`src/rtl/step_sequencer_core.sv`:
```
// Multi-track step sequencer engine: a TRACKS x STEPS pattern memory, a
// prescaled tempo timebase, a step pointer with forward / reverse / ping-pong /
// random playback over a programmable loop, and per-track gate/trigger outputs.
// step_tick and trig are valid-only strobes: each is high for exactly one cycle
// per step entry and there is no ready/backpressure path.
module step_sequencer_core #(
  parameter  int STEPS       = 16,
  parameter  int TRACKS      = 4,
  parameter  int PRESCALE    = 100000,
  parameter  int PERIOD_INIT = 125,
  parameter  int MIN_PERIOD  = 20,
  parameter  int MAX_PERIOD  = 1000,
  localparam int SW          = $clog2(STEPS),
  localparam int TW          = (TRACKS > 1) ? $clog2(TRACKS) : 1,
  localparam int PW          = $clog2(MAX_PERIOD + 1)
) (
  input  logic              CLK100MHZ,
  input  logic              CPU_RESETN,
  input  logic              play_toggle,
  input  logic              rewind,
  input  logic              tempo_up,
  input  logic              tempo_down,
  input  logic [1:0]        mode,
  input  logic [SW-1:0]     len_m1,
  input  logic              wr_en,
  input  logic [TW-1:0]     wr_track,
  input  logic [STEPS-1:0]  wr_data,
  output logic              playing,
  output logic [SW-1:0]     step,
  output logic [PW-1:0]     period,
  output logic [TRACKS-1:0] gate,
  output logic [TRACKS-1:0] trig,
  output logic              step_tick
);

  localparam int PSW = (PRESCALE > 1) ? $clog2(PRESCALE) : 1;

  typedef enum logic [1:0] {
    MODE_FWD  = 2'b00,
    MODE_REV  = 2'b01,
    MODE_PING = 2'b10,
    MODE_RAND = 2'b11
  } mode_t;

  // Run state is the only FSM; it is visible on the playing output.
  typedef enum logic {
    ST_STOPPED = 1'b0,
    ST_PLAYING = 1'b1
  } run_state_t;

  run_state_t                    state_q, state_d;
  logic [SW-1:0]                 step_q, step_d;
  logic                          dir_up_q, dir_up_d;
  logic [15:0]                   lfsr_q, lfsr_d;
  logic [PSW-1:0]                psc_q, psc_d;
  logic [PW-1:0]                 tick_cnt_q, tick_cnt_d;
  logic [PW-1:0]                 period_q, period_d;
  logic [TRACKS-1:0][STEPS-1:0]  pattern_q, pattern_d;
  logic [TRACKS-1:0]             gate_q, gate_d;
  logic [TRACKS-1:0]             trig_q, trig_d;
  logic                          step_tick_q, step_tick_d;

  mode_t         mode_e;
  logic          is_playing;
  logic          tick;
  logic          advance;
  logic          enter;
  logic [SW-1:0] adv_step;
  logic          adv_dir_up;
  logic [SW-1:0] cand;
  logic [15:0]   lfsr_next;

  assign mode_e     = mode_t'(mode);
  assign is_playing = (state_q == ST_PLAYING);
  assign tick       = is_playing && (psc_q == PSW'(PRESCALE - 1));
  assign advance    = tick && (tick_cnt_q >= period_q - PW'(1));
  // Galois right-shift form; the candidate is taken before the shift.
  assign cand       = lfsr_q[SW-1:0];
  assign lfsr_next  = {1'b0, lfsr_q[15:1]} ^ (lfsr_q[0] ? 16'hB400 : 16'h0000);

  // Where the pointer goes on an advance, using mode/len_m1 as sampled now.
  always_comb begin
    adv_step   = step_q;
    adv_dir_up = dir_up_q;
    unique case (mode_e)
      MODE_FWD: adv_step = (step_q >= len_m1) ? '0 : step_q + SW'(1);
      MODE_REV: adv_step = ((step_q == '0) || (step_q > len_m1)) ? len_m1 : step_q - SW'(1);
      MODE_PING: begin
        if (step_q > len_m1) begin
          adv_step   = len_m1;
          adv_dir_up = 1'b0;
        end else if (len_m1 == '0) begin
          adv_step = '0;
        end else if (dir_up_q) begin
          if (step_q == len_m1) begin
            adv_step   = step_q - SW'(1);
            adv_dir_up = 1'b0;
          end else begin
            adv_step = step_q + SW'(1);
          end
        end else begin
          if (step_q == '0) begin
            adv_step   = SW'(1);
            adv_dir_up = 1'b1;
          end else begin
            adv_step = step_q - SW'(1);
          end
        end
      end
      MODE_RAND: adv_step = (cand <= len_m1) ? cand : (cand & len_m1);
      default:   adv_step = step_q;
    endcase
  end

  // Run-state FSM, timebase and pointer; priority play_toggle > rewind > advance.
  always_comb begin
    state_d    = state_q;
    step_d     = step_q;
    dir_up_d   = dir_up_q;
    lfsr_d     = lfsr_q;
    psc_d      = '0;
    tick_cnt_d = '0;
    enter      = 1'b0;
    if (is_playing) begin
      psc_d      = tick ? '0 : psc_q + PSW'(1);
      tick_cnt_d = tick_cnt_q;
      if (tick) tick_cnt_d = advance ? '0 : tick_cnt_q + PW'(1);
    end
    if (play_toggle) begin
      psc_d      = '0;
      tick_cnt_d = '0;
      if (is_playing) begin
        state_d = ST_STOPPED;
      end else begin
        state_d = ST_PLAYING;
        enter   = 1'b1;
      end
    end else if (rewind) begin
      step_d     = (mode_e == MODE_REV) ? len_m1 : '0;
      dir_up_d   = 1'b1;
      psc_d      = '0;
      tick_cnt_d = '0;
      enter      = is_playing;
    end else if (advance) begin
      step_d   = adv_step;
      dir_up_d = adv_dir_up;
      lfsr_d   = lfsr_next;
      enter    = 1'b1;
    end
  end

  // Tempo adjust with saturation; simultaneous up/down cancel.
  always_comb begin
    period_d = period_q;
    if (tempo_up && !tempo_down && (period_q > PW'(MIN_PERIOD))) begin
      period_d = period_q - PW'(1);
    end else if (tempo_down && !tempo_up && (period_q < PW'(MAX_PERIOD))) begin
      period_d = period_q + PW'(1);
    end
  end

  // Pattern row write; rows beyond TRACKS are dropped.
  always_comb begin
    pattern_d = pattern_q;
    if (wr_en && (int'(wr_track) < TRACKS)) pattern_d[wr_track] = wr_data;
  end

  // Output staging from the next pointer and the pre-write pattern.
  always_comb begin
    gate_d      = '0;
    trig_d      = '0;
    step_tick_d = enter;
    for (int t = 0; t < TRACKS; t++) begin
      gate_d[t] = (state_d == ST_PLAYING) && pattern_q[t][step_d];
      trig_d[t] = enter && pattern_q[t][step_d];
    end
  end

  // State registers with asynchronous active-low reset.
  always_ff @(posedge CLK100MHZ or negedge CPU_RESETN) begin
    if (!CPU_RESETN) begin
      state_q     <= ST_STOPPED;
      step_q      <= '0;
      dir_up_q    <= 1'b1;
      lfsr_q      <= 16'hACE1;
      psc_q       <= '0;
      tick_cnt_q  <= '0;
      period_q    <= PW'(PERIOD_INIT);
      pattern_q   <= '0;
      gate_q      <= '0;
      trig_q      <= '0;
      step_tick_q <= 1'b0;
    end else begin
      state_q     <= state_d;
      step_q      <= step_d;
      dir_up_q    <= dir_up_d;
      lfsr_q      <= lfsr_d;
      psc_q       <= psc_d;
      tick_cnt_q  <= tick_cnt_d;
      period_q    <= period_d;
      pattern_q   <= pattern_d;
      gate_q      <= gate_d;
      trig_q      <= trig_d;
      step_tick_q <= step_tick_d;
    end
  end

  assign playing   = is_playing;
  assign step      = step_q;
  assign period    = period_q;
  assign gate      = gate_q;
  assign trig      = trig_q;
  assign step_tick = step_tick_q;

endmodule

```
`config.mk`:
```
export PLATFORM = sky130hd
export DESIGN_NAME = step_sequencer_core
export DESIGN_NICKNAME = d
export VERILOG_FILES = /design/src/rtl/step_sequencer_core.sv
export SDC_FILE = /design/constraint.sdc
export NUM_CORES = 1
export LEC_CHECK = 0
export CORE_MARGIN = 2
export CORE_UTILIZATION = 40
export CTS_CLUSTER_DIAMETER = 60
export DETAILED_ROUTE_END_ITERATION = 12
export PLACE_DENSITY = 0.57
export SLEW_MARGIN = 10
export SYNTH_ARGS = -nofsm -noshare
export SYNTH_HDL_FRONTEND = slang
export SYNTH_SLANG_ARGS = --single-unit
```
`constraint.sdc`:
```
create_clock -name CLK100MHZ -period 7.9 [get_ports CLK100MHZ]
set_clock_uncertainty 0.05 [all_clocks]
set_input_delay 0.79 -clock CLK100MHZ [delete_from_list [all_inputs] [get_ports CLK100MHZ]]
set_output_delay 0.79 -clock CLK100MHZ [all_outputs]
set_load 0.02 [all_outputs]
```
==> metrics <==
status finished clean; ANT nets after route 0; Worst Hold Class input port to asynchronous set/reset pin; largest net degree at the start of global routing 75; total of max-cap violations 0; DP Area 7980 um^2; critical path arrival 4.97 ns; min Tclk post-route 4.75 ns; commonest non-fill, non-tap cell in the layout dfrtp_1; Synth Area in XOR/XNOR 0.0553; worst path bufs/invs 1; Total GRT Usage 0.182; via-per-instance ratio 5.49; slowest stage delay, CP 0.80 ns; Fin. Hold Viols 0; post-synthesis simple-gate area fraction 0.125; crit share post-route 0.601; mapped cell area between 7000 and 8000 um^2; CP Class flop to flop; Die Ht 139 um; routability cong. 0.881; Compound-Gate Fraction of Synth Area 0.106; Mapped Nets 731; Longest Clk Path Bufs 2; layout cells sized above 1 0.192; CTS resizes 0; vias 5,266; vias in the first global route about 5.3k; CORE AREA ~18,000 um^2; clk root buf clkbuf_16; max_slew headroom 0.326; most frequent cells in the layout dfrtp_1 (117), mux2_2 (76), clkdlybuf4s50_1 (53), nand2_1 (49), nor2_1 (38); final setup fails 0; Setup TNS 0 ns; Seq/Total Area, Yosys 0.456; top fanout value on the critical path 21; initial DRC count 284; highest clock rate 210 MHz; post-placement worst setup slack 2.87 ns; Post-synth EDFFs 0; setup ws final 3.15 ns; CP endpoint kind flop; CP top delay family compound AO/OA/AOI/OAI gates; critical-path cell list inv_1 -> ha_1 -> nand2b_1 -> or3_1 -> nor4_1 -> xnor2_1 -> ha_1 -> nand4_1 -> or3_1 -> a21oi_2 -> o221ai_1 -> o21ai_2 -> o221a_1 -> a211oi_1 -> a211oi_1 -> nor3_1; Synth area leaders dfrtp_1 (40%), mux2_2 (12%), dfstp_2 (5.4%); Max VDD drop approximately 0.00017 V; initial antenna violation count 0; async set-reset flop share out of synthesis 1.00; Die Width about 140 um; hold buffer count at cts 0; main combinational cell family by area after synthesis multiplexers; PwrDens 267 nW/um^2; RSZ-0062 raised after global routing no; Synth Area per Inst approximately 11 um^2; DP HPWL 12,000 um; CP max stage cell o21ai_2; clk slew on worst S/H paths 0.06 ns; gr ovfl total 0; # clock sinks 132; # rows a little under 50; DR DRC count 0; YS warnings 0; htree depth 4; Leakage Power 3.77 nW; Num CTS Buffers 17; flops & latches, synth 132; Tightest Pin Transition 1.00 ns; CP Depth 16; DR WL/cell 17.5 um; Die Area 19,300 um^2; post-synthesis cell type count 63; CTS tree built; global-route wire length before repair 28,000 um; Most used DFF post-synth dfrtp_1; fin nets 777; post-route cell area 8570 um^2; area leader, netlist dfrtp_1; worst skew pair latency 0.42 ns; # IOs 55; buffers added on ports 54; Layout area overhead 17.6%; mux cell area share after synthesis 0.169; initial core utilization 0.407; drt total wl 16,800 um; Max Transition Viols Final 0; # diodes 0; worst endpoint required time 8.12 ns; type of origin of the critical path flop; Syn Inst Count 671; final total power 2.29 mW; Worst Reg-to-Reg Cells 16; first-pass iteration count of the detailed router 4; Setup Fix Bufs, Post-CTS 0; area share of the leading cell type in the synthesized netlist 0.402; Synth Area in Adders 0.0498
## area by class of cell
cell class	instances	area, um^2
Multi-Input combinational cell	475	3680
Tap cell	229	287
Sequential cell	132	3320
Clock buffer	18	429
Inverter	33	124
Clock inverter	14	154
Fill cell	1676	9340
Timing Repair Buffer	58	568
## per-stage QoR
stage                util  hold slack, ns  std cells
floorplan               -           0.396        671
global placement    0.446           0.409        927
detailed placement  0.446           0.426        927
CTS                 0.478           0.430        959
global route        0.478           0.462        959
finish              0.478           0.412        959
## final timing paths
kind                              end  slack (ns)       start
min in group CLK100MHZ     lfsr_q[15]        0.43  lfsr_q[15]
max reg2reg                   trig[2]        3.15   period[1]
max in group asynchronous     gate[2]        5.96  CPU_RESETN
min                        lfsr_q[14]        0.41  CPU_RESETN
min reg2reg                lfsr_q[15]        0.43  lfsr_q[15]
max                           trig[2]        3.15   period[1]
## registers in the layout, summed over array words and instances, names as in the netlist
signal / cells
playing: 1
step: 4
tick_cnt_q: 10
dir_up_q: 1
period: 10
step_tick: 1
psc_q: 17
trig: 4
lfsr_q: 16
gate: 4
pattern_q: 64
## cell families after synthesis
family | count (synthesis)
AOI/OAI and AO/OA | 109
xor gates and xnor gates | 46
adders and majority gates | 29
buffers and inverters | 64
DFF | 132
muxes | 113
and+or+nand+nor | 178
## metal layers
metal  part of all wire  track usage  routed length, um
met1               0.47        0.246               7810
met5                  0            0                  0
met4              0.014       0.0521                228
met3              0.034       0.0459                575
met2               0.49        0.290               8170
## synth_stat cells (3+ instances only)
cell type    n
dfrtp_1    117
nor2b_1      6
clkbuf_1    23
nand3_1     19
nand2_1     49
and2_1       4
nor3b_1      3
dfstp_2     15
buf_6        4
mux2i_1     33
or2_2        3
inv_1       32
buf_4        3
nor4_1       3
a21o_1       3
nand4_1      9
ha_1        29
or3_1        7
o2111ai_1    5
a211oi_1    17
nand2b_1     5
nor2_1      38
o221a_1      6
and3_1       9
xor2_1      21
xnor2_1     25
mux2_2      76
o21ai_0     16
o211ai_1     4
a41oi_1      3
a21oi_1     29
nor3_1      12
mux2_1       4
## power breakdown
part	total [mW]	internal [mW]	switching, mW
combinational	0.596	0.285	0.311
sequential	0.910	0.798	0.112
clock	0.779	0.469	0.311
total	2.29	1.55	0.734
## worst reg2reg max path, cell delays in order, from the launching register on
cell and delay, ns:
dfrtp_1 0.46, inv_1 0.11, ha_1 0.23, nand2b_1 0.09, or3_1 0.34, nor4_1 0.25
xnor2_1 0.14, ha_1 0.31, nand4_1 0.10, or3_1 0.48, a21oi_2 0.22, o221ai_1 0.16
o21ai_2 0.80, o221a_1 0.36, a211oi_1 0.06, a211oi_1 0.37, nor3_1 0.09
No activity file was read; power rests on OpenSTA's default activity.
